`src/rtl/arbitro_compuertas_pkg.sv`:
```
// Shared definitions for the gate arbiter: function codes, FSM encoding and round-robin pick.
package paq_compuertas;

  localparam logic [2:0] SEL_AND  = 3'b001;
  localparam logic [2:0] SEL_OR   = 3'b010;
  localparam logic [2:0] SEL_XOR  = 3'b011;
  localparam logic [2:0] SEL_NAND = 3'b100;
  localparam logic [2:0] SEL_NOR  = 3'b101;
  localparam logic [2:0] SEL_XNOR = 3'b110;

  typedef enum logic [1:0] {
    INACTIVO = 2'd0,
    CAPTURA  = 2'd1,
    EJECUTA  = 2'd2,
    ENTREGA  = 2'd3
  } estado_t;

  // Returns {found, index} of the first set request at or after ptr, wrapping at n.
  function automatic logic [3:0] rr_siguiente(input logic [7:0] req, input logic [2:0] ptr,
                                               input int n);
    logic [3:0] r;
    int j;
    r = '0;
    for (int k = 7; k >= 0; k--) begin
      j = (int'(ptr) + k) % n;
      if (k < n && req[j[2:0]]) r = {1'b1, j[2:0]};
    end
    return r;
  endfunction

endpackage

```
`src/rtl/arbitro_compuertas_unidad_logica.sv`:
```
// Combinational bitwise 3-input logic unit; codes 000 and 111 yield all zeros.
module unidad_logica
  import paq_compuertas::*;
#(
  parameter int ANCHO = 8
) (
  input  logic [ANCHO-1:0] a,
  input  logic [ANCHO-1:0] b,
  input  logic [ANCHO-1:0] c,
  input  logic [2:0]       sel,
  output logic [ANCHO-1:0] y
);

  always_comb begin
    y = '0;
    case (sel)
      SEL_AND:  y = a & b & c;
      SEL_OR:   y = a | b | c;
      SEL_XOR:  y = a ^ b ^ c;
      SEL_NAND: y = ~(a & b & c);
      SEL_NOR:  y = ~(a | b | c);
      SEL_XNOR: y = ~(a ^ b ^ c);
      default:  y = '0;
    endcase
  end

endmodule

```
`src/rtl/arbitro_compuertas.sv`:
```
// Round-robin arbiter sharing one logic unit; gnt 1 cycle after req, result held until sal_ack.
// Optional err output under ARB_COMP_ERR_EN flags invalid function codes.
module arbitro_compuertas
  import paq_compuertas::*;
#(
  parameter int N_REQ = 4,
  parameter int ANCHO = 8
) (
  input  logic                       clk,
  input  logic                       rst,
  input  logic                       act,
  input  logic [N_REQ-1:0]           req,
  input  logic [N_REQ*ANCHO-1:0]     ent1,
  input  logic [N_REQ*ANCHO-1:0]     ent2,
  input  logic [N_REQ*ANCHO-1:0]     ent3,
  input  logic [N_REQ*3-1:0]         sel,
  output logic [N_REQ-1:0]           gnt,
  output logic [ANCHO-1:0]           sal,
  output logic                       sal_valida,
  output logic [$clog2(N_REQ)-1:0]   sal_id,
  input  logic                       sal_ack,
  output logic                       ocupado
`ifdef ARB_COMP_ERR_EN
  ,
  output logic                       err
`endif
);

  localparam int IDW = $clog2(N_REQ);

  estado_t          estado;
  logic [2:0]       ptr;
  logic [ANCHO-1:0] a_q, b_q, c_q;
  logic [2:0]       sel_q;
  logic [7:0]       req_ext;
  logic [3:0]       pick;
  logic             hay;
  logic [2:0]       idx;
  logic [ANCHO-1:0] y;

  unidad_logica #(.ANCHO(ANCHO)) u_logica (
    .a   (a_q),
    .b   (b_q),
    .c   (c_q),
    .sel (sel_q),
    .y   (y)
  );

  // Pick is evaluated live in CAPTURA so a withdrawn request yields no grant.
  always_comb begin
    req_ext              = '0;
    req_ext[N_REQ-1:0]   = req;
    pick                 = rr_siguiente(req_ext, ptr, N_REQ);
    hay                  = pick[3];
    idx                  = pick[2:0];
    gnt                  = '0;
    if (estado == CAPTURA && hay) gnt = N_REQ'(1) << idx;
  end

  assign ocupado = (estado != INACTIVO);

  always_ff @(posedge clk or posedge rst) begin
    if (rst) begin
      estado     <= INACTIVO;
      ptr        <= '0;
      a_q        <= '0;
      b_q        <= '0;
      c_q        <= '0;
      sel_q      <= '0;
      sal        <= '0;
      sal_valida <= 1'b0;
      sal_id     <= '0;
`ifdef ARB_COMP_ERR_EN
      err        <= 1'b0;
`endif
    end else begin
      case (estado)
        INACTIVO: if (act && |req) estado <= CAPTURA;
        CAPTURA: begin
          if (hay) begin
            a_q    <= ent1[idx*ANCHO +: ANCHO];
            b_q    <= ent2[idx*ANCHO +: ANCHO];
            c_q    <= ent3[idx*ANCHO +: ANCHO];
            sel_q  <= sel[idx*3 +: 3];
            sal_id <= idx[IDW-1:0];
            ptr    <= (idx == 3'(N_REQ-1)) ? 3'd0 : idx + 3'd1;
            estado <= EJECUTA;
          end else begin
            estado <= INACTIVO;
          end
        end
        EJECUTA: begin
          sal        <= y;
          sal_valida <= 1'b1;
`ifdef ARB_COMP_ERR_EN
          err        <= (sel_q == 3'b000) || (sel_q == 3'b111);
`endif
          estado     <= ENTREGA;
        end
        ENTREGA: begin
          if (sal_ack) begin
            sal_valida <= 1'b0;
`ifdef ARB_COMP_ERR_EN
            err        <= 1'b0;
`endif
            estado     <= INACTIVO;
          end
        end
        default: estado <= INACTIVO;
      endcase
    end
  end

endmodule

```
`config.mk`:
```
export PLATFORM = sky130hd
export DESIGN_NAME = arbitro_compuertas
export DESIGN_NICKNAME = d
export VERILOG_FILES = /design/src/rtl/arbitro_compuertas_pkg.sv /design/src/rtl/arbitro_compuertas_unidad_logica.sv /design/src/rtl/arbitro_compuertas.sv
export SDC_FILE = /design/constraint.sdc
export NUM_CORES = 1
export LEC_CHECK = 0
export ABC_AREA = 1
export CAP_MARGIN = 5
export CORE_MARGIN = 2
export CORE_UTILIZATION = 30
export CTS_CLUSTER_DIAMETER = 40
export DETAILED_ROUTE_END_ITERATION = 10
export GPL_TIMING_DRIVEN = 0
export PLACE_DENSITY_LB_ADDON = 0.05
export SETUP_SLACK_MARGIN = 0.15
export SYNTH_ARGS = -nofsm -noshare
export SYNTH_HDL_FRONTEND = slang
export SYNTH_SLANG_ARGS = --single-unit
```
`constraint.sdc`:
```
create_clock -name clk -period 2.82 [get_ports clk]
set_clock_uncertainty 0.05 [all_clocks]
set_input_delay 0.705 -clock clk [delete_from_list [all_inputs] [get_ports clk]]
set_output_delay 0.705 -clock clk [all_outputs]
set_load 0.005 [all_outputs]
```
---- After elaboration in Yosys (flattened, before gate mapping) ----
Cells that the tools add are included.
word-level totals
  register bits after elaboration ......... 42
  memory bits (read-only) ................. 0
  output and inout bits ................... 16
  bits in latches ......................... 0
  memories ................................ 0
  bits in writable memories ............... 0
cells by class
  divide/modulo/power cells ............... 0
  multiplexer cells ....................... 21
  $mul .................................... 1
  $add $sub $neg .......................... 4
  order comparisons ....................... 4
  shifts and indexed selects .............. 5
  eq/ne operators ......................... 12
  bitwise logic cells ..................... 12
  reduce and logical (&&, ||, !) cells .... 12
operators by type and width
  cell                                                 count
  variable part select 32 x 7 -> 8 bit                 3
  one-hot mux 8 bit (6 select lines)                   1
  NOT 8 bit                                            3
  2-to-1 mux 4 bit                                     5
  bitwise AND 8 bit                                    2
  bitwise OR 8 bit                                     2
  XOR 8 bit                                            2
  < comparator 3 x 4 -> 1 bit (second input constant)  3
  variable part select 12 x 6 -> 3 bit                 1
  binary-select mux 1 bit (select 3 bit)               3
  == test 3 x 2 -> 1 bit (second input constant)       3
  == test 3 bit (second input constant)                3
  2-to-1 mux 2 bit                                     4
  one-hot mux 2 bit (4 select lines)                   1
  AND reduction 2 bit                                  3
  OR reduction 2 bit                                   3
  multiplier 3 x 2 -> 5 bit (second input constant)    1
  2-to-1 mux 1 bit                                     5
  adder 2 x 1 -> 2 bit (second input constant)         2
  adder 2 bit (second input constant)                  2
  == test 2 bit (second input constant)                2
  < comparator 2 x 4 -> 1 bit (second input constant)  1
  != test 2 bit (second input constant)                2
  nonzero test 2 bit                                   2
  other kinds (9)                                      12

---- Logic depth before layout (Yosys ltp) ----
  word-level depth ........................ 11
  mapped depth ............................ 15
  mapped depth without buffers ............ 12

---- Hierarchy ----
From an unflattened synthesis, not the netlist that was laid out.
second synthesis, totals
  cells, all modules ...................... 743
  area, all modules ....................... 4,181.5 um2
modules (own cells, without submodules)
  module              cells an instance  sequential area each (um2)  area an instance (um2)  instances
  arbitro_compuertas  540                1,051.0                     3,215.6                 1
  unidad_logica       203                0.0                         965.9                   1

---- Worst setup path after synthesis ----
OpenSTA, ideal clock, no wires.
  kind .................................... input -> output
  start point ............................. in req[3]
  end point ............................... out gnt[3]
  setup slack ............................. 182 ps
  arrival time ............................ 1,883 ps
  path buffers ............................ 2
  required time ........................... 2,065 ps
  stages on the path ...................... 13
  cells stage by stage .................... inv_1 -> o21ai_1 -> nand2_1 -> nand3_2 -> nand2_2 -> nand2_4 -> nand2_2 -> buf_6 -> buf_6 -> inv_1 -> ha_1 -> inv_1 -> nor2_1
between the ends
  cells in the longest elaborated chain, start to end .. 8
RTL lines
  item                                                            RTL line                      source
  start: declaration                                              arbitro_compuertas.sv:12      input logic [N_REQ-1:0] req,
  binary-select mux 1 bit (select 3 bit)                          arbitro_compuertas_pkg.sv:26  if (k < n && req[j[2:0]]) r = {1'b1, j[2:0]};
  2-to-1 mux 1 bit (not written as such)                          arbitro_compuertas_pkg.sv:26
  2-to-1 mux 4 bit (3 in a row)                                   arbitro_compuertas_pkg.sv:26
  2-to-1 mux 4 bit *                                              arbitro_compuertas_pkg.sv:26
  << shifter 1 x 3 -> 4 bit or logical AND 1 bit (tied branches)  arbitro_compuertas.sv:57      if (estado == CAPTURA && hay) gnt = N_REQ'(1) << idx;
  2-to-1 mux 4 bit *                                              arbitro_compuertas.sv:57
  end: declaration                                                arbitro_compuertas.sv:17      output logic [N_REQ-1:0] gnt,
Every way passes the cells marked *; elsewhere a longest branch is shown, timed or not. The select of a mux whose other input is x is not followed.

---- Worst setup path in the final report ----
  start point ............................. reg ptr[0]
  end point ............................... out gnt[3]
between the ends
  cells in the longest elaborated chain, start to end .. 11
RTL lines
  item                                                            RTL line                      source
  start: declaration                                              arbitro_compuertas.sv:32      logic [2:0] ptr;
  start signal: assignment                                        arbitro_compuertas.sv:86      ptr <= (idx == 3'(N_REQ-1)) ? 3'd0 : idx + 3'd1;
  adder 2 bit                                                     arbitro_compuertas_pkg.sv:25  j = (int'(ptr) + k) % n;
  OR reduction 2 bit (no line)                                    -
  bitwise AND 1 bit (no line)                                     -
  binary-select mux 1 bit (select 3 bit)                          arbitro_compuertas_pkg.sv:26
  2-to-1 mux 1 bit (not written as such)                          arbitro_compuertas_pkg.sv:26
  2-to-1 mux 4 bit (3 in a row)                                   arbitro_compuertas_pkg.sv:26
  2-to-1 mux 4 bit *                                              arbitro_compuertas_pkg.sv:26
  << shifter 1 x 3 -> 4 bit or logical AND 1 bit (tied branches)  arbitro_compuertas.sv:57
  2-to-1 mux 4 bit *                                              arbitro_compuertas.sv:57
Marks and branches as above.

==> results_dict.tcl <==
set metrics [dict create \
    slew_viol_final 0 \
    layout_common_cells "nand2_1 (157), nand3_1 (140), clkdlybuf4s50_1 (123)" \
    portBuffers 131 \
    initial_core_util 0.3043 \
    synthAdderAreaFrac 0.06175 \
    fin_crit_sh 0.9881 \
    synthCells 528 \
    grt.overflow.total 0 \
    synthSimpleGateAreaFrac 0.4384 \
    fmax_ghz 0.3589 \
    hold_violations 0 \
    routedWlPerCell_microns 15.10 \
    root_buffer "clkbuf_16" \
    worstMarginPinSlew_ns 0.8610 \
    synth_top_family_by_area "simple AND/OR/NAND/NOR gates" \
    power_mw 6.875 \
    tritoncts "done" \
    drtPass1Iterations 4 \
    place.gp.congestion 0.8228 \
    ys.warnings.count 0 \
    ys_types 32 \
    synth_compound_gate_area_share 0.07265 \
    clk_latency_ns 0.29 \
    drive_gt1_frac 0.1474 \
    core_sq_um 11320 \
    grt_usage 0.2047 \
    synth_fp_nets 661 \
    hold_path.class "reg -> reg" \
    fin_tns_setup_ns 0 \
    yosys_register_bits 42 \
    io_pins 132 \
    cts_max_level 2 \
    drv_cap 0 \
    drc 0 \
    final-seq-area_sq_um 1052 \
    clk_transition_reported_paths_ns 0.06 \
    routed_wirelength_microns 12500 \
    dp_hpwl_microns 9831 \
    end_kind "output pin" \
    period_needed_ns 2.786 \
    cts_buffer_depth 2 \
    ant_nets 0 \
    grt_pass1_vias 4034 \
    slew-limit-headroom 0.4252 \
    multi_input_area_sq_um 2262 \
    seqPwrFrac 0.174 \
    syn2layout_area_growth_pct 59.03 \
    die_area_sq_um 12360 \
    instances_no_fill 828 \
    antenna_found_initial 0 \
    avgSynthCellArea_sq_um 6.524 \
    utilization 0.4839 \
    n_fill_cell 1187 \
    crit_required_ns 2.07 \
    num_vias 4003 \
    die_w_microns 111.2 \
    power_leakage_nw 2.605 \
    p_clk_frac 0.085 \
    layout_commonest_cell "nand2_1" \
    switching_share 0.5089 \
    rsz0062_at_grt "true" \
    peakVddDrop_v 0.0005741 \
    synth_xor_area_frac 0.02034 \
    p_sw_mw 3.499 \
    worst-setup-path-type "reg -> out" \
    placed_cells_incl_taps 802 \
    placed_area_sq_um 4935 \
    combPwrFrac 0.741 \
    netlist_area_sq_um 3445 \
    nNetsFinal 817 \
    rows 39 \
    arrival_ns 2.03 \
    status "complete, no violations" \
    viasPerCell 4.835 \
    synth_mux_area_frac 0 \
    intPower_mw 3.376 \
    ys_seq_area_frac 0.3051 \
    cts.sinks 42 \
    grt_pass1_wl_microns 20440 \
    cts_buffers 5 \
    final_cell_area_sq_um 5478 \
    critPathMaxFanout 7 \
    power_density_nw_per_um2 1255 \
    die_h_microns 111.2 \
    grt_max_degree 43 \
    finalSetupViolCount 0 \
    cp-start-kind "flop" \
    drt_iter0_drc 123 \
    n_antenna_cell 0 \
    r2r_setup_slack_ns 0.49 \
]
## critical path, stage by stage, from the launching register on
cell and delay [ns]:
dfrtp_1 0.37, buf_6 0.16, clkinv_8 0.10, nand2_8 0.08
nand3_4 0.08, nand2_4 0.08, nand3_4 0.09, nand2_4 0.07
nand2_4 0.05, nand2_4 0.07, buf_8 0.10, buf_8 0.11
inv_6 0.03, ha_4 0.14, inv_2 0.04, nor2_2 0.03
buf_2 0.12
## layout make-up
class	instances	share of cell area
Tap cell	143	0.03266
Buffer	28	0.03632
Inverter	50	0.03883
Sequential cell	42	0.1921
Timing Repair Buffer	149	0.2595
Clock buffer	6	0.02535
Multi-Input combinational cell	408	0.4130
Clock inverter	2	0.002284
## routing by layer
| layer | share of wire | vias up | track usage | wire length [microns] |
|---|---|---|---|---|
| met4 | 0.015 | 0 | 0.04938 | 193 |
| met3 | 0.069 | 13 | 0.04975 | 860 |
| li1 | - | 2059 | - | - |
| met5 | 0 | - | 0 | 0 |
| met1 | 0.44 | 1822 | 0.2592 | 5502 |
| met2 | 0.48 | 109 | 0.3526 | 5947 |
## state kept, by name, summed over array words and instances, names as in the netlist, named ones only
name and flops:
a_q 8, b_q 8, c_q 8, sal 8, sel_q 3, ptr 2
sal_id 2, estado 1, sal_valida 1
## kinds of logic (layout without fill, tap and decap cells)
group | Yosys count | count (layout)
simple gates | 342 | 342
buf+inv | 78 | 235
flops | 42 | 42
compound gates | 41 | 41
fa+ha+maj | 17 | 17
xor+xnor | 8 | 8
## Yosys cell counts
cell	instances	area, sq um
buf_2	14	70.07
nor2_1	16	60.06
dfrtp_1	42	1051
a32oi_1	1	8.760
xor2_1	5	43.79
nor3_2	1	10.01
clkbuf_1	6	22.52
clkinv_1	1	3.750
inv_1	45	168.9
xnor2_1	3	26.28
buf_4	2	15.01
nand2_1	171	641.9
a31oi_1	6	37.54
nor4_1	1	6.260
o21ai_1	1	5.000
ha_1	17	212.7
o2111ai_1	7	61.31
o21a_1	1	7.510
nand3_1	144	720.7
nand2_4	1	11.26
a221oi_1	1	8.760
inv_4	1	6.260
o21ai_0	9	45.04
o22ai_1	1	6.260
buf_1	2	7.510
nand2_2	2	12.51
buf_6	4	45.04
nor3_1	4	20.02
nand3_2	1	10.01
a21oi_1	14	70.07
inv_2	3	11.26
nand3_4	1	17.52
## repair_timing
action | in CTS | in global routing
pin swaps | 12 | 16
setup endpoints to repair | 5 | 4
buffers inserted | 10 | 7
gates resized for setup | 81 | 34
cloned | 1 | 0
hold buffers | 0 | 0
## final timing paths
check	from	endpoint	depth (start not counted)
worst max-delay path	ptr[0]	gnt[3]	16
worst max register to register	ptr[0]	a_q[3]	14
worst min register to register	sal[4]	sal[4]	2
min in group asynchronous	rst	sal_valida	2
worst min-delay path	sal[4]	sal[4]	2
max in group asynchronous	rst	ptr[1]	2
## power groups by stage
stage               Clock [mW]  Combinational [mW]  Sequential, mW
floorplan                    0                3.08            1.13
global placement             0                4.31            1.18
detailed placement           0                4.37            1.20
CTS                      0.598                4.82            1.20
global route             0.626                5.74            1.26
finish                   0.584                5.09            1.20
## stage by stage
step | setup slack (ns) | hold slack, ns
after floorplan | 0.1817 | 0.4221
after global placement | -1.154 | 0.4111
after detailed placement | -1.142 | 0.4145
after CTS | 0.02046 | 0.4311
after global routing | -0.06624 | 0.4626
final | 0.03354 | 0.4260
Power figures use the tool's default switching activity.
==> edit 1: new RTL, same settings <==
Encoding of `estado_t`: now one-hot (4 bits for 4 values).
--- a/src/rtl/arbitro_compuertas_pkg.sv
+++ b/src/rtl/arbitro_compuertas_pkg.sv
@@ -9,9 +9,9 @@
   localparam logic [2:0] SEL_XNOR = 3'b110;
 
-  typedef enum logic [1:0] {
-    INACTIVO = 2'd0,
-    CAPTURA  = 2'd1,
-    EJECUTA  = 2'd2,
-    ENTREGA  = 2'd3
+  typedef enum logic [3:0] {
+    INACTIVO = 4'b0001,
+    CAPTURA  = 4'b0010,
+    EJECUTA  = 4'b0100,
+    ENTREGA  = 4'b1000
   } estado_t;
 
Function: same outputs for any inputs over 4 cycles, from zero or initial values and one cycle with rst high; so few cycles prove little.
==> edit 1 against the original RTL <==
Cell count is 22% higher; register-to-register slack worse by 0.11 ns; setup slack worse by 0.00055 ns; final area is 11% higher; critical path type unchanged; critical endpoint unchanged; sequential cell count grew 2; critical path depth decreased by 1; highest routed layer unchanged; worst hold slack worse by 0.0015 ns; wire length is 10% higher; core utilization fell by 2.4 points; area after synthesis increased by 18%; total power down 0.73%.
==> edit 1: results <==
{
  "ys_types": 30,
  "yosys_warnings": 0,
  "crit_slowest_cell": "dfrtp_1",
  "p_int_w": 0.00335,
  "nets": 968,
  "cts_buffer_depth": 2,
  "h-tree-depth": 2,
  "grt_max_degree": 30,
  "p_leak_nw": 3.36,
  "async_reset_ff_share_pct": 100,
  "dp_slack_ns": -1.09,
  "seq_area_frac_synth_pct": 27.1,
  "slowest_delay_ns": 0.41,
  "crit_fanout": 7,
  "clockRootBuffer": "clkbuf_16",
  "final_layout_size_suffix_gt1_share_pct": 13.0,
  "peakVddDrop_mv": 0.357,
  "syn-num-nets": 813,
  "cts_tree": "built",
  "grt_pass1_wl_mm": 22.6,
  "synthFlopType": "dfrtp_1",
  "slew_violations": 0,
  "routedWlPerCell_um": 13.6,
  "slew_headroom_pct": 33.2,
  "run_status": "completed",
  "vias": 4650,
  "routed_via_density": 4.59,
  "place_congestion": 0.869,
  "dp.cells": 988,
  "grt_usage_pct": 19.5,
  "syn_area_per_cell_um2": 5.99,
  "antenna_cells": 0,
  "holdCritPathClass": "register to register",
  "first_iter_violations": 232,
  "synthTopCellsByCount": "224 x nand2_1, 154 x inv_1, 117 x nand3_1, 43 x dfrtp_1, 17 x ha_1",
  "cts.reportedPaths.clkPinSlew_ns": 0.06,
  "ys_top_cells_by_area": "dfrtp_1 26%, nand2_1 21%, nand3_1 14%, inv_1 14%, ha_1 5.2%",
  "dp_hpwl_mm": 10.9,
  "drtPass1Iterations": 4,
  "antenna_found_initial": 0
}
## edit 1: logic make-up (layout without fill, tap and decap cells)
logic type,count (synthesis),after routing,share of synthesized area (%)
AO/OA/AOI/OAI,48,48,7.16
XOR/XNOR,8,8,1.72
adder cells (fa/ha/maj),17,17,5.22
buffers and inverters,188,344,19.7
flip-flops,44,44,27.1
AND/OR/NAND/NOR,375,375,39.1
## edit 1: routing by layer
| metal | GRT usage [%] | vias up | wire length (um) |
|---|---|---|---|
| li1 | - | 2399 | - |
| met1 | 25.6 | 2090 | 6520 |
| met2 | 32.7 | 143 | 6350 |
| met3 | 3.49 | 18 | 736 |
| met4 | 5.38 | 0 | 179 |
| met5 | 0 | - | 0 |
## edit 1: final timing paths
check	start	endpoint	slack, ns	cells past startpoint
worst max-delay path	ptr[0]$_DFFE_PP0P_	gnt[3]	0.03	15
worst min-delay path	sal[4]$_DFFE_PP0P_	sal[4]$_DFFE_PP0P_	0.42	2
worst max register to register	ptr[0]$_DFFE_PP0P_	sel_q[2]$_DFFE_PP0P_	0.38	18
worst min register to register	sal[4]$_DFFE_PP0P_	sal[4]$_DFFE_PP0P_	0.42	2
max in group asynchronous	rst	estado[0]$_DFFE_PP1P_	1.52	3
min in group asynchronous	rst	sal[5]$_DFFE_PP0P_	0.66	2
## edit 1: power by group through the flow
stage          combinational [W]  clock [W]  sequential (W)
2_1_floorplan            0.00307          0         0.00114
3_3_place_gp             0.00433          0         0.00120
3_5_place_dp             0.00438          0         0.00122
4_1_cts                  0.00484   0.000604         0.00122
5_1_grt                  0.00564   0.000624         0.00127
6_report                 0.00502   0.000591         0.00122
## edit 1: cell type report
cell class,count,area (um^2)
Fill cell,1433,7160
Multi-Input combinational cell,448,2350
Timing Repair Buffer,149,1420
Sequential cell,44,1100
Inverter,156,598
Buffer,31,248
Tap cell,176,220
Clock buffer,6,139
Clock inverter,2,10.0
## edit 1: worst max-delay path: cells and delay by family (launching register included)
family                     cells  cell delay, ns
adders and majority gates      1            0.12
buffers and inverters          5            0.51
DFF                            1            0.41
AOI/OAI and AO/OA              1            0.15
and+or+nand+nor                8            0.56
## edit 1: repair_timing
item                                    in CTS  in global routing
gates resized for setup                     77                 25
endpoints found under the setup margin       5                  4
gates cloned                                 1                  0
hold endpoints to repair                     0                  0
buffers inserted                            14                  2
pin swaps                                   15                 16
## edit 1: metrics by stage
stage	total power, W	utilization, %	cell area (um^2)
global route	0.00753	45.9	6080
global placement	0.00553	42.3	5600
detailed placement	0.00560	42.5	5620
finish	0.00682	45.9	6080
CTS	0.00666	45.2	5990
floorplan	0.00421	-	4070
==> edit 2: new RTL, config.mk and constraints unchanged <==
Made on the original files. `ANCHO` is set to 8 in 2 places; all go to 7.
--- a/src/rtl/arbitro_compuertas_unidad_logica.sv
+++ b/src/rtl/arbitro_compuertas_unidad_logica.sv
@@ -3,5 +3,5 @@
   import paq_compuertas::*;
 #(
-  parameter int ANCHO = 8
+  parameter int ANCHO = 7
 ) (
   input  logic [ANCHO-1:0] a,
--- a/src/rtl/arbitro_compuertas.sv
+++ b/src/rtl/arbitro_compuertas.sv
@@ -5,5 +5,5 @@
 #(
   parameter int N_REQ = 4,
-  parameter int ANCHO = 8
+  parameter int ANCHO = 7
 ) (
   input  logic                       clk,
Interface: changed (resized ent1, ent2, ent3 and sal); port bits go from 132 to 119. The function was not compared with the original's and may differ.
==> edit 2 against the original RTL <==
The run now ends with negative setup slack left; highest routed layer unchanged; combinational power is 10% lower; area after synthesis decreased by 1.7%; final area decreased by 3.6%; die area decreased by 1.6%; sequential cell count is 4 lower; wire length down 12%; critical path type unchanged; setup slack worse by 0.067 ns; via count is 4.1% lower; total power fell by 8.2%.
==> edit 2: results <==
{
  "run_status": "finished with violations",
  "violations": "negative setup slack",
  "rr_worst_depth": 16,
  "worstPathArrival_ns": 2.10,
  "dp_slack_ns": -1.02,
  "setup_slack_ns": -0.0334,
  "fillCellCount": 1176,
  "holdCritPathClass": "register to register",
  "grt_pass1_wl_mm": 17.5,
  "seq_area_frac_synth_pct": 28.1,
  "routed_wl_mm": 11.1,
  "slew_headroom_pct": 38.6,
  "yosys_warnings": 0,
  "peakVddDrop_mv": 0.587,
  "antenna_found_initial": 0,
  "cts_buffer_depth": 2,
  "dp_hpwl_mm": 8.48,
  "place_congestion": 0.805,
  "cts.reportedPaths.clkPinSlew_ns": 0.06,
  "synthFlopType": "dfrtp_1",
  "grt_max_degree": 39,
  "synth-xor-area-share_pct": 1.81,
  "setup_viol": 3,
  "ys_types": 30,
  "grt_pass1_vias": 3769,
  "routed_via_density": 4.60,
  "r2r_end": "a_q[4]$_DFFE_PP0P_",
  "clk_latency_ns": 0.29,
  "antenna_cells": 0,
  "final_layout_size_suffix_gt1_share_pct": 14.8,
  "syn_area_per_cell_um2": 6.17,
  "fin_tns_setup_ns": -0.0733,
  "clockRootBuffer": "clkbuf_16",
  "port_buffers": 118,
  "drtPass1Iterations": 4,
  "first_iter_violations": 174,
  "p_int_w": 0.00322,
  "crit_start": "ptr[0]$_DFFE_PP0P_",
  "h-tree-depth": 2,
  "grt_usage_pct": 18.4,
  "ys_top_cells_by_area": "dfrtp_1 28%, nand2_1 18%, nand3_1 13%, inv_1 12%, ha_1 5.5%",
  "synthTopCellsByCount": "161 x nand2_1, 110 x inv_1, 90 x nand3_1, 38 x dfrtp_1, 25 x or2_1",
  "async_reset_ff_share_pct": 100,
  "synth.area.mux_share_pct": 0.332,
  "dp.cells": 807,
  "reg2reg_setup_slack_ns": 0.53,
  "yosys.area_share.adder_pct": 5.54,
  "synth_compound_area_share_pct": 7.91,
  "syn-num-nets": 668,
  "crit_fanout": 5,
  "instances_no_fill": 835,
  "p_leak_nw": 2.75
}
## edit 2: worst min-delay path by stage
| stage | to | cells after the start | slack (ns) | start |
|---|---|---|---|---|
| CTS | sal_id[0]$_DFFE_PP0P_ | 2 | 0.44 | sal_id[0]$_DFFE_PP0P_ |
| detailed placement | sal_id[0]$_DFFE_PP0P_ | 2 | 0.42 | sal_id[0]$_DFFE_PP0P_ |
| finish | sal_id[0]$_DFFE_PP0P_ | 2 | 0.44 | sal_id[0]$_DFFE_PP0P_ |
| global placement | sal_id[0]$_DFFE_PP0P_ | 2 | 0.42 | sal_id[0]$_DFFE_PP0P_ |
| global route | sal_id[0]$_DFFE_PP0P_ | 2 | 0.47 | sal_id[0]$_DFFE_PP0P_ |
| floorplan | sal_id[0]$_DFFE_PP0P_ | 2 | 0.42 | sal_id[0]$_DFFE_PP0P_ |
## edit 2: worst max-delay path, stage by stage (launching register included)
cell and delay (ns):
dfrtp_1 0.43, buf_6 0.17, nand2_2 0.07, nand2_2 0.08
nand2_2 0.10, nand2_4 0.07, nor2_4 0.11, nor2_4 0.05
nand2_4 0.08, nand2_4 0.07, buf_8 0.12, buf_8 0.11
ha_4 0.14, inv_2 0.05, nor2_2 0.03, buf_2 0.13
## edit 2: routing by layer
metal | vias up | GRT usage (%) | routed length, um
met5 | - | 0 | 0
met4 | 0 | 4.11 | 138
met3 | 13 | 3.64 | 654
met2 | 100 | 31.8 | 5210
met1 | 1736 | 23.8 | 5050
li1 | 1990 | - | -
## edit 2: cells by family (layout without fill, tap and decap cells)
group	count (synthesis)	count (layout)
AO/OA/AOI/OAI	46	46
XOR/XNOR	7	7
adder cells (fa/ha/maj)	15	15
buffers and inverters	134	280
flip-flops	38	38
multiplexers	1	1
AND/OR/NAND/NOR	308	308
## edit 2: what timing repair did
action                                  in CTS  in global routing
pin swaps                                   18                 16
setup buffers                               16                  3
endpoints found under the setup margin       4                  4
gates cloned                                 1                  0
resized for setup                           69                 41
## edit 2: final cells by class
class | count | share of cell area, %
buffer | 23 | 3.10
clock buffer | 6 | 2.44
clock inverter | 2 | 0.711
inverter | 111 | 8.03
multi-input combinational | 377 | 39.6
sequential | 38 | 18.0
tap | 140 | 3.32
timing repair buffer | 138 | 24.8
## edit 2: through the flow
stage | instance area [um^2] | utilization, %
floorplan | 3400 | -
global placement | 4760 | 43.5
detailed placement | 4760 | 43.5
CTS | 5120 | 46.8
global route | 5280 | 48.3
finish | 5280 | 48.3
## edit 2: power by group through the flow
stage	combinational, W	sequential, W	clock (W)
final	0.00458	0.00109	0.000640
after global routing	0.00510	0.00113	0.000682
after CTS	0.00426	0.00108	0.000654
after detailed placement	0.00377	0.00108	0
after global placement	0.00371	0.00107	0
after floorplan	0.00262	0.00101	0
